File: config.mk
export PLATFORM = sky130hd
export DESIGN_NAME = dac_frame_scheduler_flat
export DESIGN_NICKNAME = d
export VERILOG_FILES = /design/src/rtl/dac_pkg.sv /design/src/rtl/dac_frame_scheduler_if.sv /design/src/rtl/sample_tick_gen.sv /design/src/rtl/dac_frame_scheduler.sv /design/src/flat_wrapper.sv
export SDC_FILE = /design/constraint.sdc
export NUM_CORES = 1
export LEC_CHECK = 0
export CORE_MARGIN = 1
export CORE_UTILIZATION = 50
export CTS_CLUSTER_SIZE = 24
export DETAILED_ROUTE_END_ITERATION = 12
export PLACE_DENSITY = 0.77
export SYNTH_ARGS = -nofsm -noshare
export SYNTH_HDL_FRONTEND = slang
export SYNTH_SLANG_ARGS = --single-unit
File: constraint.sdc
create_clock -name clk -period 5 [get_ports clk]
set_input_delay 1.25 -clock clk [delete_from_list [all_inputs] [get_ports clk]]
set_output_delay 1.25 -clock clk [all_outputs]
set_load 0.01 [all_outputs]
File: src/rtl/dac_pkg.sv
// Shared types and constants for the DAC frame scheduler.
package dac_pkg;

  localparam int unsigned SAMPLE_W       = 12;
  localparam int unsigned ADDR_W         = 4;
  localparam int unsigned CMD_W          = 4;
  localparam int unsigned FRAME_OVERHEAD = 3;

  localparam logic [CMD_W-1:0]    DEFAULT_CMD = 4'b0011;
  localparam logic [SAMPLE_W-1:0] MUTE_LEVEL  = 12'h800;

  typedef enum logic [2:0] {
    StIdle,
    StFetch,
    StLoad,
    StShift,
    StGap
  } state_e;

endpackage

File: src/rtl/dac_frame_scheduler_if.sv
// Channel sample ports and DAC shifter controls of the frame scheduler.
interface dac_frame_scheduler_if
  import dac_pkg::*;
#(
  parameter int unsigned NUM_CH = 4
);

  logic [NUM_CH-1:0]          ch_valid;
  logic [SAMPLE_W*NUM_CH-1:0] ch_sample;
  logic [NUM_CH-1:0]          ch_ready;
  logic                       dac_load;
  logic                       dac_en;
  logic [SAMPLE_W-1:0]        dac_word;
  logic [ADDR_W-1:0]          dac_addr;
  logic [CMD_W-1:0]           dac_cmd;
  logic                       dac_cs_n;

  modport master (
    input  ch_valid, ch_sample,
    output ch_ready, dac_load, dac_en, dac_word, dac_addr, dac_cmd, dac_cs_n
  );

  modport slave (
    output ch_valid, ch_sample,
    input  ch_ready, dac_load, dac_en, dac_word, dac_addr, dac_cmd, dac_cs_n
  );

endinterface

File: src/rtl/sample_tick_gen.sv
// Sample-rate divider: one-cycle tick every CLK_DIV enabled cycles, held at zero when disabled.
module sample_tick_gen #(
  parameter int unsigned CLK_DIV = 1250
) (
  input  logic clk,
  input  logic rst,
  input  logic enable,
  output logic tick
);

  localparam int unsigned CntW = (CLK_DIV > 1) ? $clog2(CLK_DIV) : 1;

  logic [CntW-1:0] count_q, count_d;

  assign tick = enable && (count_q == CntW'(CLK_DIV - 1));

  always_comb begin
    count_d = '0;
    if (enable && !tick) count_d = count_q + 1'b1;
  end

  always_ff @(posedge clk or negedge rst) begin
    if (!rst) count_q <= '0;
    else      count_q <= count_d;
  end

endmodule

File: src/rtl/dac_frame_scheduler.sv
// Shares one serial DAC shifter among NUM_CH channels, one frame per channel per sample period.
// Build option DAC_MUTE_ON_UNDERRUN_EN: an underrun presents mid-scale instead of the last sample.
module dac_frame_scheduler
  import dac_pkg::*;
#(
  parameter int unsigned      NUM_CH     = 4,
  parameter int unsigned      CLK_DIV    = 1250,
  parameter int unsigned      FRAME_BITS = 32,
  parameter logic [CMD_W-1:0] CMD        = DEFAULT_CMD
) (
  input  logic                  clk,
  input  logic                  rst,
  input  logic                  enable,
  input  logic                  clr_flags,
  dac_frame_scheduler_if.master bus,
  output logic                  busy,
  output logic [NUM_CH-1:0]     underrun,
  output logic                  overrun
);

  localparam int unsigned IdxW = (NUM_CH > 1) ? $clog2(NUM_CH) : 1;
  localparam int unsigned BitW = $clog2(FRAME_BITS + 1);
  localparam logic [IdxW-1:0] LastIdx = IdxW'(NUM_CH - 1);
  localparam logic [BitW-1:0] LastBit = BitW'(FRAME_BITS - 1);

  logic tick;

  sample_tick_gen #(
    .CLK_DIV(CLK_DIV)
  ) u_tick (
    .clk   (clk),
    .rst   (rst),
    .enable(enable),
    .tick  (tick)
  );

  logic [SAMPLE_W-1:0] samples [NUM_CH];
  logic [SAMPLE_W-1:0] held_q  [NUM_CH];

  for (genvar i = 0; i < NUM_CH; i++) begin : g_split
    assign samples[i] = bus.ch_sample[i*SAMPLE_W +: SAMPLE_W];
  end

  state_e              state_q;
  logic [IdxW-1:0]     idx_q;
  logic [BitW-1:0]     bit_q;
  logic                load_q, en_q, cs_n_q, busy_q, overrun_q;
  logic [SAMPLE_W-1:0] word_q;
  logic [ADDR_W-1:0]   addr_q;
  logic [NUM_CH-1:0]   underrun_q;

  logic                cur_valid;
  logic [SAMPLE_W-1:0] fetch_word;

  always_comb begin
    cur_valid = bus.ch_valid[idx_q];
`ifdef DAC_MUTE_ON_UNDERRUN_EN
    fetch_word = MUTE_LEVEL;
`else
    fetch_word = held_q[idx_q];
`endif
    if (cur_valid) fetch_word = samples[idx_q];
  end

  // Ready is qualified by valid so the handshake completes within the single FETCH cycle.
  always_comb begin
    bus.ch_ready = '0;
    if (state_q == StFetch && cur_valid) bus.ch_ready[idx_q] = 1'b1;
  end

  always_ff @(posedge clk or negedge rst) begin
    if (!rst) begin
      state_q    <= StIdle;
      idx_q      <= '0;
      bit_q      <= '0;
      load_q     <= 1'b0;
      en_q       <= 1'b0;
      cs_n_q     <= 1'b1;
      busy_q     <= 1'b0;
      word_q     <= '0;
      addr_q     <= '0;
      underrun_q <= '0;
      overrun_q  <= 1'b0;
      for (int unsigned i = 0; i < NUM_CH; i++) held_q[i] <= '0;
    end else begin
      // Clear first so a same-cycle flag event below takes precedence.
      if (clr_flags) begin
        underrun_q <= '0;
        overrun_q  <= 1'b0;
      end
      if (tick && state_q != StIdle) overrun_q <= 1'b1;

      unique case (state_q)
        StIdle: begin
          if (tick) begin
            idx_q   <= '0;
            busy_q  <= 1'b1;
            state_q <= StFetch;
          end
        end
        StFetch: begin
          if (!cur_valid) underrun_q[idx_q] <= 1'b1;
          held_q[idx_q] <= fetch_word;
          word_q        <= fetch_word;
          addr_q        <= ADDR_W'(idx_q);
          load_q        <= 1'b1;
          cs_n_q        <= 1'b0;
          state_q       <= StLoad;
        end
        StLoad: begin
          load_q  <= 1'b0;
          en_q    <= 1'b1;
          bit_q   <= '0;
          state_q <= StShift;
        end
        StShift: begin
          bit_q <= bit_q + 1'b1;
          if (bit_q == LastBit) begin
            en_q    <= 1'b0;
            cs_n_q  <= 1'b1;
            state_q <= StGap;
          end
        end
        StGap: begin
          if (idx_q == LastIdx) begin
            busy_q  <= 1'b0;
            state_q <= StIdle;
          end else begin
            idx_q   <= idx_q + 1'b1;
            state_q <= StFetch;
          end
        end
        default: state_q <= StIdle;
      endcase
    end
  end

  assign bus.dac_load = load_q;
  assign bus.dac_en   = en_q;
  assign bus.dac_cs_n = cs_n_q;
  assign bus.dac_word = word_q;
  assign bus.dac_addr = addr_q;
  assign bus.dac_cmd  = CMD;
  assign busy         = busy_q;
  assign underrun     = underrun_q;
  assign overrun      = overrun_q;

endmodule

File: src/flat_wrapper.sv
// flat-port wrapper written by rule: the top's interface ports become plain ports
module dac_frame_scheduler_flat import dac_pkg::*;
#(
  parameter int unsigned      NUM_CH     = 4,
  parameter int unsigned      CLK_DIV    = 1250,
  parameter int unsigned      FRAME_BITS = 32,
  parameter logic [CMD_W-1:0] CMD        = DEFAULT_CMD
)
  (clk, rst, enable, clr_flags, busy, underrun, overrun, bus_ch_valid, bus_ch_sample, bus_ch_ready, bus_dac_load, bus_dac_en, bus_dac_word, bus_dac_addr, bus_dac_cmd, bus_dac_cs_n);
  dac_frame_scheduler_if #(.NUM_CH(NUM_CH)) bus_i ();
  input  logic clk;
  input  logic rst;
  input  logic enable;
  input  logic clr_flags;
  output logic busy;
  output logic [NUM_CH-1:0] underrun;
  output logic overrun;
  input wire logic [$bits(bus_i.ch_valid)-1:0] bus_ch_valid;
  input wire logic [$bits(bus_i.ch_sample)-1:0] bus_ch_sample;
  output wire logic [$bits(bus_i.ch_ready)-1:0] bus_ch_ready;
  output wire logic [$bits(bus_i.dac_load)-1:0] bus_dac_load;
  output wire logic [$bits(bus_i.dac_en)-1:0] bus_dac_en;
  output wire logic [$bits(bus_i.dac_word)-1:0] bus_dac_word;
  output wire logic [$bits(bus_i.dac_addr)-1:0] bus_dac_addr;
  output wire logic [$bits(bus_i.dac_cmd)-1:0] bus_dac_cmd;
  output wire logic [$bits(bus_i.dac_cs_n)-1:0] bus_dac_cs_n;
  assign bus_i.ch_valid = bus_ch_valid;
  assign bus_i.ch_sample = bus_ch_sample;
  assign bus_ch_ready = bus_i.ch_ready;
  assign bus_dac_load = bus_i.dac_load;
  assign bus_dac_en = bus_i.dac_en;
  assign bus_dac_word = bus_i.dac_word;
  assign bus_dac_addr = bus_i.dac_addr;
  assign bus_dac_cmd = bus_i.dac_cmd;
  assign bus_dac_cs_n = bus_i.dac_cs_n;
  dac_frame_scheduler #(.NUM_CH(NUM_CH), .CLK_DIV(CLK_DIV), .FRAME_BITS(FRAME_BITS), .CMD(CMD)) u_core (.clk(clk), .rst(rst), .enable(enable), .clr_flags(clr_flags), .bus(bus_i), .busy(busy), .underrun(underrun), .overrun(overrun));
endmodule
==> results_dict.tcl <==
set metrics [dict create \
    clockPowerShare_pct 37.0 \
    fp.dieW_um 100 \
    vias 3291 \
    grt_max_degree 52 \
    rr_worst_depth 5 \
    cp_common_cell "clkdlybuf4s50_1" \
    p_int_w 0.00106 \
    cts_max_level 3 \
    timing.final.crit_share_pct 83.7 \
    cts_inserted_buffers 9 \
    antenna_found_initial 0 \
    p_sw_share_pct 22.5 \
    r2r_start "u_core.state_q[0]$_DFFE_PN0P_" \
    core_area_sq_um 9280 \
    fin_nets 550 \
    num-fill-cells 740 \
    tns_ns 0 \
    ys_warn_count 0 \
    register_area_sq_um 2330 \
    gp_congestion 0.810 \
    drc_errors 0 \
    synth.avg_cell_area_sq_um 11.4 \
    slew_viol_final 0 \
    routed_wl_um 9510 \
    multi_input_area_sq_um 2240 \
    grt_pass1_wl_um 15300 \
    drt-pass1-iter-count 4 \
    dpl.hpwl_um 6700 \
    power.switching_w 0.000308 \
    endpoint_kind "output pin" \
    synthFlopType "dfrtp_1" \
    rsz0062_at_grt "false" \
    finalClockSkew_ns 0.0190 \
    critical_path_class "in -> out" \
    cts_resized 0 \
    p_comb_share_pct 7.7 \
    required_ns 3.75 \
    clkSlewWorstSetupHoldPaths_ns 0.08 \
    timing.rr.end "u_core.held_q[35]$_DFFE_PN0P_" \
    globalRouteTotalUtil_pct 20.0 \
    yosysTopAreaCell "dfrtp_1" \
    max_stage_delay_ns 0.59 \
    synth_cell_type_count 47 \
    cellPowerDensity_nw_per_um2 234 \
    io_pins 89 \
    drive_gt1_share_pct 14.8 \
    synth_common_cells "dfrtp_1, nor2_1, a21oi_1" \
    hold_buffers 0 \
    cts_tree "yes" \
    synth_edf_count 0 \
    syn-cell-area_sq_um 4810 \
    die_y_um 100 \
    min_path_type "reg -> reg" \
    start_util_pct 51.8 \
    worst_path_max_delay_cell "mux4_2" \
    num_rows 35 \
    die_area_sq_um 10000 \
    syn_to_final_growth_pct 21.4 \
    wl_per_cell_um 15.3 \
    gr-total-overflow 0 \
    synth_area_leaders "dfrtp_1, mux4_2, nor2_1, mux2i_4, a21oi_1" \
    critPathTopFamily "buffers and inverters" \
    cp.arrival_ns 2.93 \
    synth_most_common_cell "dfrtp_1" \
    grt_pass1_vias 3113 \
    final_cell_count_no_fill 621 \
    seq_area_frac_synth_pct 48.4 \
    cp_num_cells 4 \
    status "finished, final reports clean" \
    crit_start "bus_ch_valid[3]" \
    max_freq_mhz 239 \
    min_period_ns 4.18 \
    ant_nets 0 \
    path_max_fanout 9 \
    synth-async-reset-ratio_pct 100 \
    drtIter0Drc 197 \
    crit_path_start_kind "input pin" \
    ir_worst_vdd_mv 0.153 \
    via_per_inst 5.30 \
    ys_ff_latch 93 \
    synth_top_area_share_pct 47.9 \
    path_buf_inv 2 \
    cp_cell_sequence "clkdlybuf4s50_1 > mux4_2 > and3_1 > clkdlybuf4s50_1" \
    tightest_slew_ns 1.32 \
    cts_sinks 93 \
    fin_ws_ns 0.816 \
    clock-root-buffer "clkbuf_8" \
    numPlacedInstances 605 \
    leakagePower_nw 2.13 \
    maxCapViolCount 0 \
    diodes 0 \
    clock_path_buffers 2 \
    slew_headroom_pct 11.4 \
    portBuffers 82 \
    clock_latency_ns 0.36 \
    crit_end "bus_ch_ready[1]" \
    syn_inst 420 \
    post_cts_buffers 0 \
    hold_viol 0 \
    place_ws_ns 0.811 \
    r2r_slack_ns 2.16 \
    seqPwrFrac_pct 55.3 \
    final-setup-viol-count 0 \
]
==> power by group through the flow <==
stage                     Sequential [W]  Clock, W  Combinational, W
final                           0.000756  0.000506          0.000105
after global routing            0.000756  0.000544          0.000114
after CTS                       0.000756  0.000517          0.000106
after detailed placement        0.000771         0          0.000106
after global placement          0.000770         0          0.000104
after floorplan                 0.000770         0         0.0000458
==> cells by family (layout without fill, tap and decap cells) <==
family / Yosys count / after routing / synth area share, %
AOI/OAI and AO/OA: 92 / 92 / 11.5
xor gates and xnor gates: 9 / 9 / 1.64
adders and majority gates: 7 / 7 / 1.82
buffers and inverters: 48 / 116 / 5.44
DFF: 93 / 93 / 48.4
muxes: 40 / 40 / 18.7
other: 2 / 6 / 0.156
and+or+nand+nor: 129 / 129 / 12.3
==> cell usage in the layout, fill, tap and decap left out, types with 2 or more instances in the layout <==
cell	instances
o21ai_0	11
nand3_1	5
mux4_2	16
buf_4	6
and2_1	5
nand2b_1	2
a21oi_2	15
nand2_1	21
dfrtp_1	91
and4_1	3
xnor2_1	2
clkdlybuf4s50_1	81
ha_1	7
inv_1	13
mux2_2	2
mux4_1	9
a21oi_1	51
nor2_1	76
a22o_1	2
conb_1	6
and3_1	6
xor2_1	7
nor3_1	4
o31ai_1	2
mux2i_4	12
clkinvlp_4	2
o22ai_1	4
clkbuf_8	10
==> area by class of cell <==
cell class                 count  area share (%)
clock buffer                  11            2.42
clock inverter                 5            1.01
inverter                      13           0.836
multi-input combinational    283            38.4
sequential                    93            39.9
tap                          129            2.77
timing repair buffer          87            14.7
==> worst min-delay path by stage <==
stage	startpoint	to	slack, ns	depth (start not counted)
after detailed placement	u_core.bus.dac_en$_DFFE_PN0P_	u_core.bus.dac_en$_DFFE_PN0P_	0.50	2
final	u_core.u_tick.count_q[0]$_DFF_PN0_	u_core.u_tick.count_q[0]$_DFF_PN0_	0.51	1
after floorplan	u_core.u_tick.count_q[0]$_DFF_PN0_	u_core.u_tick.count_q[0]$_DFF_PN0_	0.47	1
after global routing	u_core.bus.dac_cs_n$_DFFE_PN1P_	u_core.bus.dac_cs_n$_DFFE_PN1P_	0.53	1
after CTS	u_core.u_tick.count_q[0]$_DFF_PN0_	u_core.u_tick.count_q[0]$_DFF_PN0_	0.51	1
after global placement	u_core.held_q[33]$_DFFE_PN0P_	u_core.held_q[33]$_DFFE_PN0P_	0.49	2
==> per-stage QoR <==
step | utilization [%] | hold slack (ns) | instance area [sq um] | total power, W
detailed placement | 60.7 | 0.500 | 5630 | 0.000876
floorplan | - | 0.473 | 4820 | 0.000816
global placement | 60.7 | 0.495 | 5630 | 0.000874
CTS | 62.8 | 0.515 | 5830 | 0.00138
finish | 62.8 | 0.508 | 5830 | 0.00137
global route | 62.8 | 0.532 | 5830 | 0.00141
==> routing by layer <==
metal,track usage [%],part of all wire [%],up-vias
met5,0,0,-
met4,8.70,1.2,0
met3,3.62,4.6,8
met2,32.6,49,68
met1,26.4,45,1608
li1,-,-,1607
==> worst reg2reg max path, stage by stage (launching register included) <==
cell and delay (ns):
dfrtp_1 0.52, nor3b_4 0.79, buf_4 0.37, and2_1 0.81, nor2_1 0.14, a21oi_2 0.14
==> state kept, by name (all words and copies together), names as in the netlist <==
register,cells
u_core.state_q,3
u_core.bus.dac_cs_n,1
u_core.idx_q,2
u_core.underrun,4
u_core.u_tick.count_q,11
u_core.busy,1
u_core.bus.dac_load,1
u_core.bus.dac_en,1
u_core.bit_q,6
u_core.held_q,48
u_core.bus.dac_word,12
u_core.bus.dac_addr,2
u_core.overrun,1
No activity file was read; power rests on OpenSTA's default activity.
